==> config.mk <==
export PLATFORM = sky130hd
export DESIGN_NAME = spike_encoder_flat
export DESIGN_NICKNAME = d
export VERILOG_FILES = /design/src/rtl/spike_encoder_if.sv /design/src/rtl/spike_encoder.sv /design/src/flat_wrapper.sv
export SDC_FILE = /design/constraint.sdc
export NUM_CORES = 1
export LEC_CHECK = 0
export BUFFER_PORTS_ARGS = -buffer_cell sky130_fd_sc_hd__buf_2
export CORE_UTILIZATION = 59
export DETAILED_ROUTE_END_ITERATION = 8
export PLACE_DENSITY = 0.89
export SLEW_MARGIN = 20
export SYNTH_ARGS = -nofsm -noshare
export SYNTH_HDL_FRONTEND = slang
export SYNTH_SLANG_ARGS = --single-unit
==> constraint.sdc <==
create_clock -name clk_i -period 2.4 [get_ports clk_i]
set_input_delay 0.48 -clock clk_i [delete_from_list [all_inputs] [get_ports clk_i]]
set_output_delay 0.48 -clock clk_i [all_outputs]
set_load 0.005 [all_outputs]
==> src/rtl/spike_encoder_if.sv <==
// Handshake and axon bundle for the rate-coding spike encoder.
// master is the encoder (transmit end of the axons); slave is the producer/consumer side.
interface spike_encoder_if #(
    parameter int unsigned N_CH  = 4,
    parameter int unsigned VAL_W = 8
);
    logic                    in_valid;
    logic                    in_ready;
    logic [N_CH*VAL_W-1:0]   in_data;
    logic                    abort;
    logic [N_CH-1:0]         axon;
    logic                    step;
    logic                    busy;
    logic                    done;

    modport master (
        input  in_valid, in_data, abort,
        output in_ready, axon, step, busy, done
    );

    modport slave (
        output in_valid, in_data, abort,
        input  in_ready, axon, step, busy, done
    );
endinterface

==> src/rtl/spike_encoder.sv <==
// Rate-coding spike encoder: one intensity vector in, WINDOW timesteps of accumulator-carry spikes out.
// Define SPIKE_ENC_ROUND_EN to seed the accumulators at half scale (round-to-nearest spike counts).
module spike_encoder #(
    parameter int unsigned N_CH   = 4,
    parameter int unsigned VAL_W  = 8,
    parameter int unsigned WINDOW = 100
) (
    input  logic            clk_i,
    input  logic            rst_ni,
    spike_encoder_if.master bus
);

    localparam int unsigned CntW = $clog2(WINDOW + 1);

`ifdef SPIKE_ENC_ROUND_EN
    localparam logic [VAL_W-1:0] Seed = {1'b1, {(VAL_W-1){1'b0}}};
`else
    localparam logic [VAL_W-1:0] Seed = '0;
`endif

    typedef enum logic [1:0] {StIdle, StRun, StDone} state_e;

    state_e              state_q, state_d;
    logic [VAL_W-1:0]    val_q [N_CH];
    logic [VAL_W-1:0]    val_d [N_CH];
    logic [VAL_W-1:0]    acc_q [N_CH];
    logic [VAL_W-1:0]    acc_d [N_CH];
    logic [VAL_W:0]      sum   [N_CH];
    logic [CntW-1:0]     cnt_q, cnt_d;
    logic [N_CH-1:0]     axon_q, axon_d;
    logic                step_q, step_d;
    logic                done_q, done_d;
    logic                last_step;

    assign last_step = (cnt_q == CntW'(WINDOW - 1));

    // Carry out of each accumulator is the spike; it is never saturated.
    always_comb begin
        for (int c = 0; c < N_CH; c++) begin
            sum[c] = {1'b0, acc_q[c]} + {1'b0, val_q[c]};
        end
    end

    always_comb begin
        state_d = state_q;
        val_d   = val_q;
        acc_d   = acc_q;
        cnt_d   = cnt_q;
        axon_d  = '0;
        step_d  = 1'b0;
        done_d  = 1'b0;

        unique case (state_q)
            StIdle: begin
                if (bus.in_valid) begin
                    for (int c = 0; c < N_CH; c++) begin
                        val_d[c] = bus.in_data[c*VAL_W +: VAL_W];
                        acc_d[c] = Seed;
                    end
                    cnt_d   = '0;
                    state_d = StRun;
                end
            end
            StRun: begin
                if (bus.abort) begin
                    state_d = StIdle;
                end else begin
                    for (int c = 0; c < N_CH; c++) begin
                        acc_d[c]  = sum[c][VAL_W-1:0];
                        axon_d[c] = sum[c][VAL_W];
                    end
                    step_d = 1'b1;
                    cnt_d  = cnt_q + CntW'(1);
                    if (last_step) begin
                        state_d = StDone;
                    end
                end
            end
            StDone: begin
                // First edge in DONE raises done; the following edge drops it and releases.
                if (bus.abort) begin
                    state_d = StIdle;
                end else if (!done_q) begin
                    done_d = 1'b1;
                end else begin
                    state_d = StIdle;
                end
            end
            default: begin
                state_d = StIdle;
            end
        endcase
    end

    always_ff @(posedge clk_i or negedge rst_ni) begin
        if (!rst_ni) begin
            state_q <= StIdle;
            cnt_q   <= '0;
            axon_q  <= '0;
            step_q  <= 1'b0;
            done_q  <= 1'b0;
            for (int c = 0; c < N_CH; c++) begin
                val_q[c] <= '0;
                acc_q[c] <= '0;
            end
        end else begin
            state_q <= state_d;
            cnt_q   <= cnt_d;
            axon_q  <= axon_d;
            step_q  <= step_d;
            done_q  <= done_d;
            for (int c = 0; c < N_CH; c++) begin
                val_q[c] <= val_d[c];
                acc_q[c] <= acc_d[c];
            end
        end
    end

    assign bus.in_ready = (state_q == StIdle);
    assign bus.busy     = (state_q != StIdle);
    assign bus.axon     = axon_q;
    assign bus.step     = step_q;
    assign bus.done     = done_q;

endmodule
==> src/flat_wrapper.sv <==
// flat-port wrapper written by rule: the top's interface ports become plain ports
module spike_encoder_flat 
#(
    parameter int unsigned N_CH   = 4,
    parameter int unsigned VAL_W  = 8,
    parameter int unsigned WINDOW = 100
)
  (clk_i, rst_ni, bus_in_valid, bus_in_data, bus_abort, bus_in_ready, bus_axon, bus_step, bus_busy, bus_done);
  spike_encoder_if #(.N_CH(N_CH), .VAL_W(VAL_W)) bus_i ();
  input  logic clk_i;
  input  logic rst_ni;
  input wire logic [$bits(bus_i.in_valid)-1:0] bus_in_valid;
  input wire logic [$bits(bus_i.in_data)-1:0] bus_in_data;
  input wire logic [$bits(bus_i.abort)-1:0] bus_abort;
  output wire logic [$bits(bus_i.in_ready)-1:0] bus_in_ready;
  output wire logic [$bits(bus_i.axon)-1:0] bus_axon;
  output wire logic [$bits(bus_i.step)-1:0] bus_step;
  output wire logic [$bits(bus_i.busy)-1:0] bus_busy;
  output wire logic [$bits(bus_i.done)-1:0] bus_done;
  assign bus_i.in_valid = bus_in_valid;
  assign bus_i.in_data = bus_in_data;
  assign bus_i.abort = bus_abort;
  assign bus_in_ready = bus_i.in_ready;
  assign bus_axon = bus_i.axon;
  assign bus_step = bus_i.step;
  assign bus_busy = bus_i.busy;
  assign bus_done = bus_i.done;
  spike_encoder #(.N_CH(N_CH), .VAL_W(VAL_W), .WINDOW(WINDOW)) u_core (.clk_i(clk_i), .rst_ni(rst_ni), .bus(bus_i));
endmodule
==> out/results.txt, run 1 <==
CTS hold repair buffers: 0
total setup buffers inserted after CTS: 0
DRT antenna net count: 0
Register Area: 1980 um^2
drc violations: 0
via count: 3,062
Avg Inst Size Synth: 10.8 um^2
critical path's largest stage delay: 0.40 ns
status: completed
DR vias/cell: 5.74
RSZ-0062 raised after global routing: no
Peak supply drop: 0.514 mV
worst reg2reg startpoint: u_core.acc_q[24]
Max Cap Viol: 0
row count: 30
Crit path required time: 2.65 ns
number of synthesized flops with an enable pin: 0
most common cell after layout, fill and taps aside: dfrtp_1
sequential fraction of the synthesis area: 47.5%
CTS Sinks: 79
Top FF cell, synth: dfrtp_1
CP max FO: 3
total power: 0.00528 W
CP delay by family, top: compound AO/OA/AOI/OAI gates
reg2reg end: u_core.acc_q[30]
Async S/R FF share, synth: 100%
Slowest-stage cell, CP: dfrtp_1
Pint: 0.00339 W
area of the multi-input gates: 2080 um^2
HPWL Detailed: 5.71 mm
fillers: 484
I/O Pins: 44
Syn. warnings: 0
Power per Cell Area: 1110 nW/um^2
core footprint: 6790 um^2
TritonCTS clock tree: built
clk_lat worst skew: 0.35 ns
initial antenna violation count: 0
Wirelength per Cell: 15.5 um
final WL: 8.26 mm
Pleak: 2.23 nW
worst min path class: in2async
Bufs on Longest Clock Path: 2
Synth cell types: 40
most frequent cells in the layout: dfrtp_1, buf_2, o21ai_0
total track usage: 24.4%
Clock power frac: 20.2%
slew margin rel.: 58.1%
die area: 7390 um^2
H-tree levels: 3
crit path launch type: flip-flop
Initial Utilization: 61.2%
Crit path arrival time: 2.35 ns
gr ovfl total: 0
Final period util: 87.7%
DR pass1 iterations: 4
vias in the first global route: 3,110
Syn Nets: 458
nets@finish: 506
setup TNS: 0 ns
Worst Max-Slew Pin Slew: 0.628 ns
# resized after CTS: 0
DIE WIDTH: 85.9 um
Fmax: 475 MHz
Logic pwr share: 42.4%
setup violators final: 0
Crit. End Element: flip-flop
Cell Area, Synth: 4160 um^2
Num CTS Buffers: 9
Post-Synthesis Cells: 385
first-pass GRT wire length: 14.0 mm
fin crit period: 2.10 ns
R2R depth: 8
Port-buffer cells: 43
worst-path cell chain: ha_1 > inv_1 > fa_1 > nor2b_4 > o31a_1 > o21a_1 > or3_1 > a32o_1
Die Ht: 85.9 um
share of total power in sequential cells: 37.4%
Setup Skew: 0.00691 ns
Reg2Reg Setup Slack: 0.30 ns
RePlAce Congestion: 0.819
CTS clk-pin slew, worst paths: 0.08 ns
Crit Path Class: reg2reg
initial DRC count: 185
n_diodes: 0
largest net degree at the start of global routing: 35
Yosys reg bits: 79
layout cells sized above 1: 22.2%
P_sw: 0.00189 W
Net Sw Frac: 35.8%
fin. max-slew vios: 0
WP buf/inv: 1
Root Driver: clkbuf_8
area delta synth->final: 14.0%
Final Hold Viols: 0
sequential cells by signal (all words and copies together) (netlist names):
| register | count |
|---|---|
| u_core.acc_q | 32 |
| u_core.bus.axon | 4 |
| u_core.bus.done | 1 |
| u_core.bus.step | 1 |
| u_core.cnt_q | 7 |
| u_core.state_q | 2 |
| u_core.val_q | 32 |
synthesized netlist by cell type (7+ instances only):
cell      count  area share (%)
a211oi_1      8             1.4
a21oi_1      15             1.8
dfrtp_1      79              48
ha_1         33             9.9
inv_1        12             1.1
mux2_2       28             7.6
nand2_1      38             3.4
nand3_1       7            0.84
nor2_1       21             1.9
o21a_1        8             1.4
o21ai_0      41             4.9
or3_1         7             1.1
xor2_1       15             3.2
cell type report:
cell class / count / area share [%]
flip-flops and latches: 79 / 41.7
clock buffers: 11 / 2.98
multi-input cells: 282 / 44.0
inverters: 12 / 0.951
clock inverters: 4 / 1.48
repair buffers: 49 / 6.34
well taps: 96 / 2.53
cells by family (layout without fill, tap and decap cells):
group | Yosys count | count (layout) | synth area share [%]
buffers and inverters | 24 | 76 | 2.35
and+or+nand+nor | 98 | 98 | 11.6
muxes | 29 | 29 | 7.85
adders and majority gates | 37 | 37 | 11.9
xor gates and xnor gates | 16 | 16 | 3.37
DFF | 79 | 79 | 47.5
AOI/OAI and AO/OA | 102 | 102 | 15.4
through the flow:
| stage | worst slack, ns | hold WS, ns | area (um^2) | utilization (%) | std cells |
|---|---|---|---|---|---|
| 3_5_place_dp | 0.328 | 0.441 | 4530 | 66.6 | 518 |
| 5_1_grt | 0.229 | 0.103 | 4740 | 69.7 | 533 |
| 4_1_cts | 0.293 | 0.0770 | 4740 | 69.7 | 533 |
| 3_3_place_gp | 0.391 | 0.444 | 4530 | 66.6 | 518 |
| 2_1_floorplan | 0.433 | 0.184 | 4160 | - | 385 |
| 6_report | 0.296 | 0.0649 | 4740 | 69.7 | 533 |
power groups by stage:
stage          sequential [W]  combinational [W]  clock, W
2_1_floorplan         0.00192            0.00175         0
3_3_place_gp          0.00196            0.00208         0
3_5_place_dp          0.00199            0.00219         0
4_1_cts               0.00197            0.00223   0.00108
5_1_grt               0.00202            0.00250   0.00115
6_report              0.00198            0.00224   0.00107
worst max-delay path by stage:
stage | start | to | slack [ns] | depth (start not counted)
2_1_floorplan | u_core.acc_q[24] | u_core.acc_q[30] | 0.43 | 8
3_3_place_gp | u_core.acc_q[24] | u_core.acc_q[30] | 0.39 | 8
3_5_place_dp | u_core.acc_q[24] | u_core.acc_q[30] | 0.33 | 8
4_1_cts | u_core.acc_q[24] | u_core.acc_q[30] | 0.29 | 8
5_1_grt | u_core.acc_q[16] | u_core.acc_q[22] | 0.23 | 8
6_report | u_core.acc_q[24] | u_core.acc_q[30] | 0.30 | 8
worst register-to-register path: cells and delay by family, from the launching register on:
kind                       cells  cell delay (ns)
DFF                            1             0.40
buffers and inverters          1             0.08
adders and majority gates      2             0.47
AOI/OAI and AO/OA              3             0.70
and+or+nand+nor                2             0.36
metal layers:
layer | vias up | wire (um) | share of wire (%) | GRT usage (%)
met2 | 79 | 4080 | 49 | 40.7
met3 | 15 | 334 | 4.0 | 3.46
met5 | - | 0 | 0 | 0
met1 | 1497 | 3680 | 44 | 30.9
li1 | 1471 | - | - | -
met4 | 0 | 175 | 2.1 | 13.0
No activity file was read; power rests on OpenSTA's default activity.
==> run 2: changes to the inputs <==
- CELL_PAD_IN_SITES_DETAIL_PLACEMENT: default -> 1
- CELL_PAD_IN_SITES_GLOBAL_PLACEMENT: default -> 1
- CORE_UTILIZATION: 59 -> 47
- SLEW_MARGIN: 20 -> 25
==> out/results.txt, run 2 (synthesis results as in run 1) <==
CTS Sinks: 79
fillers: 944
Power per Cell Area: 1170 nW/um^2
slew margin rel.: 59.0%
setup TNS: 0 ns
TritonCTS clock tree: built
via count: 3,205
CTS clk-pin slew, worst paths: 0.08 ns
fin. max-slew vios: 0
area of the multi-input gates: 2090 um^2
vias in the first global route: 3,566
DR vias/cell: 5.89
WHS: 0.0881 ns
core footprint: 8380 um^2
Initial Utilization: 49.6%
clk_lat worst skew: 0.36 ns
Worst Max-Slew Pin Slew: 0.615 ns
n_diodes: 0
status: completed
H-tree levels: 3
nets@finish: 507
total track usage: 25.0%
DR WL met3: 368 um
row count: 33
largest net degree at the start of global routing: 43
Pleak: 2.24 nW
Max Cap Viol: 0
layout cells sized above 1: 23.0%
Crit path required time: 2.65 ns
RePlAce Congestion: 0.782
highest metal used: met4
Fmax: 457 MHz
Metal-1 WL: 4.18 mm
DRT antenna net count: 0
final WL: 10.2 mm
most common cell after layout, fill and taps aside: dfrtp_1
crit path launch type: flip-flop
die area: 9230 um^2
DR pass1 iterations: 4
Peak supply drop: 0.489 mV
Bufs on Longest Clock Path: 2
RSZ-0062 raised after global routing: no
Num CTS Buffers: 9
Wirelength per Cell: 18.7 um
initial antenna violation count: 0
Final Hold Viols: 0
Crit Path Class: reg2reg
total setup buffers inserted after CTS: 0
Setup Skew: 0.00530 ns
drc violations: 0
Layout Cells excl Fill: 544
Final period util: 91.1%
Crit path arrival time: 2.43 ns
Register Area: 1980 um^2
registers with the most flip-flops: u_core.acc_q (32), u_core.val_q (32), u_core.cnt_q (7)
# resized after CTS: 0
WL met2: 5.31 mm
CTS hold repair buffers: 0
Placed Instances: 528
Port-buffer cells: 43
fin crit period: 2.19 ns
worst min path class: in2async
first-pass GRT wire length: 17.3 mm
Die Ht: 96.1 um
initial DRC count: 77
setup violators final: 0
Root Driver: clkbuf_8
most frequent cells in the layout: dfrtp_1, buf_2, o21ai_0
HPWL Detailed: 6.69 mm
I/O Pins: 44
CP max FO: 3
gr ovfl total: 0
DIE WIDTH: 96.1 um
area delta synth->final: 15.0%
Crit. End Element: flip-flop
run 2: cell count changes in the layout (fill, tap and decap cells not counted):
cell,delta
bufinv_16,+1
a21o_1,-1
a21o_2,+1
clkinvlp_4,+1
buf_4,+2
clkbuf_1,-1
buf_12,-1
run 2: where the power goes:
group          internal [W]  total [W]  switching (W)
clock              0.000715    0.00122       0.000501
combinational       0.00108    0.00238        0.00131
sequential          0.00172    0.00199       0.000270
total               0.00351    0.00559        0.00208
run 2: routing by layer:
layer | up-vias | track usage [%]
li1 | 1476 | -
met1 | 1646 | 30.2
met2 | 60 | 43.6
met3 | 23 | 4.03
met4 | 0 | 11.4
met5 | - | 0
run 2: final timing paths:
| path | start | endpoint | slack [ns] | cells past startpoint |
|---|---|---|---|---|
| worst min-delay path | rst_ni | u_core.val_q[12] | 0.09 | 1 |
| max in group asynchronous | rst_ni | u_core.acc_q[31] | 1.70 | 2 |
| worst min register to register | u_core.bus.done | u_core.bus.done | 0.46 | 1 |
| min in group clk_i | bus_abort | u_core.bus.done | 0.31 | 2 |
| worst max-delay path | u_core.acc_q[16] | u_core.acc_q[22] | 0.21 | 8 |
| worst max register to register | u_core.acc_q[16] | u_core.acc_q[22] | 0.21 | 8 |
run 2: final cells by class:
type / count / area share, %
clock inverters: 6 / 2.25
clock buffers: 10 / 2.88
multi-input cells: 282 / 43.6
well taps: 105 / 2.75
repair buffers: 50 / 6.18
inverters: 12 / 0.942
flip-flops and latches: 79 / 41.4
run 2: critical path, cell delays in order (launching register included):
cell	delay, ns
dfrtp_1	0.40
ha_1	0.24
inv_1	0.08
fa_1	0.25
nor2b_4	0.07
o31a_1	0.27
o21a_1	0.19
or3_1	0.31
a32o_1	0.27
run 2: metrics by stage:
stage	power, W	utilization [%]	worst slack [ns]	cell area, um^2
after CTS	0.00562	57.0	0.220	4780
after floorplan	0.00367	-	0.433	4160
after global placement	0.00409	54.1	0.385	4530
after detailed placement	0.00429	54.1	0.273	4530
after global routing	0.00600	57.0	0.177	4780
final	0.00559	57.0	0.213	4780
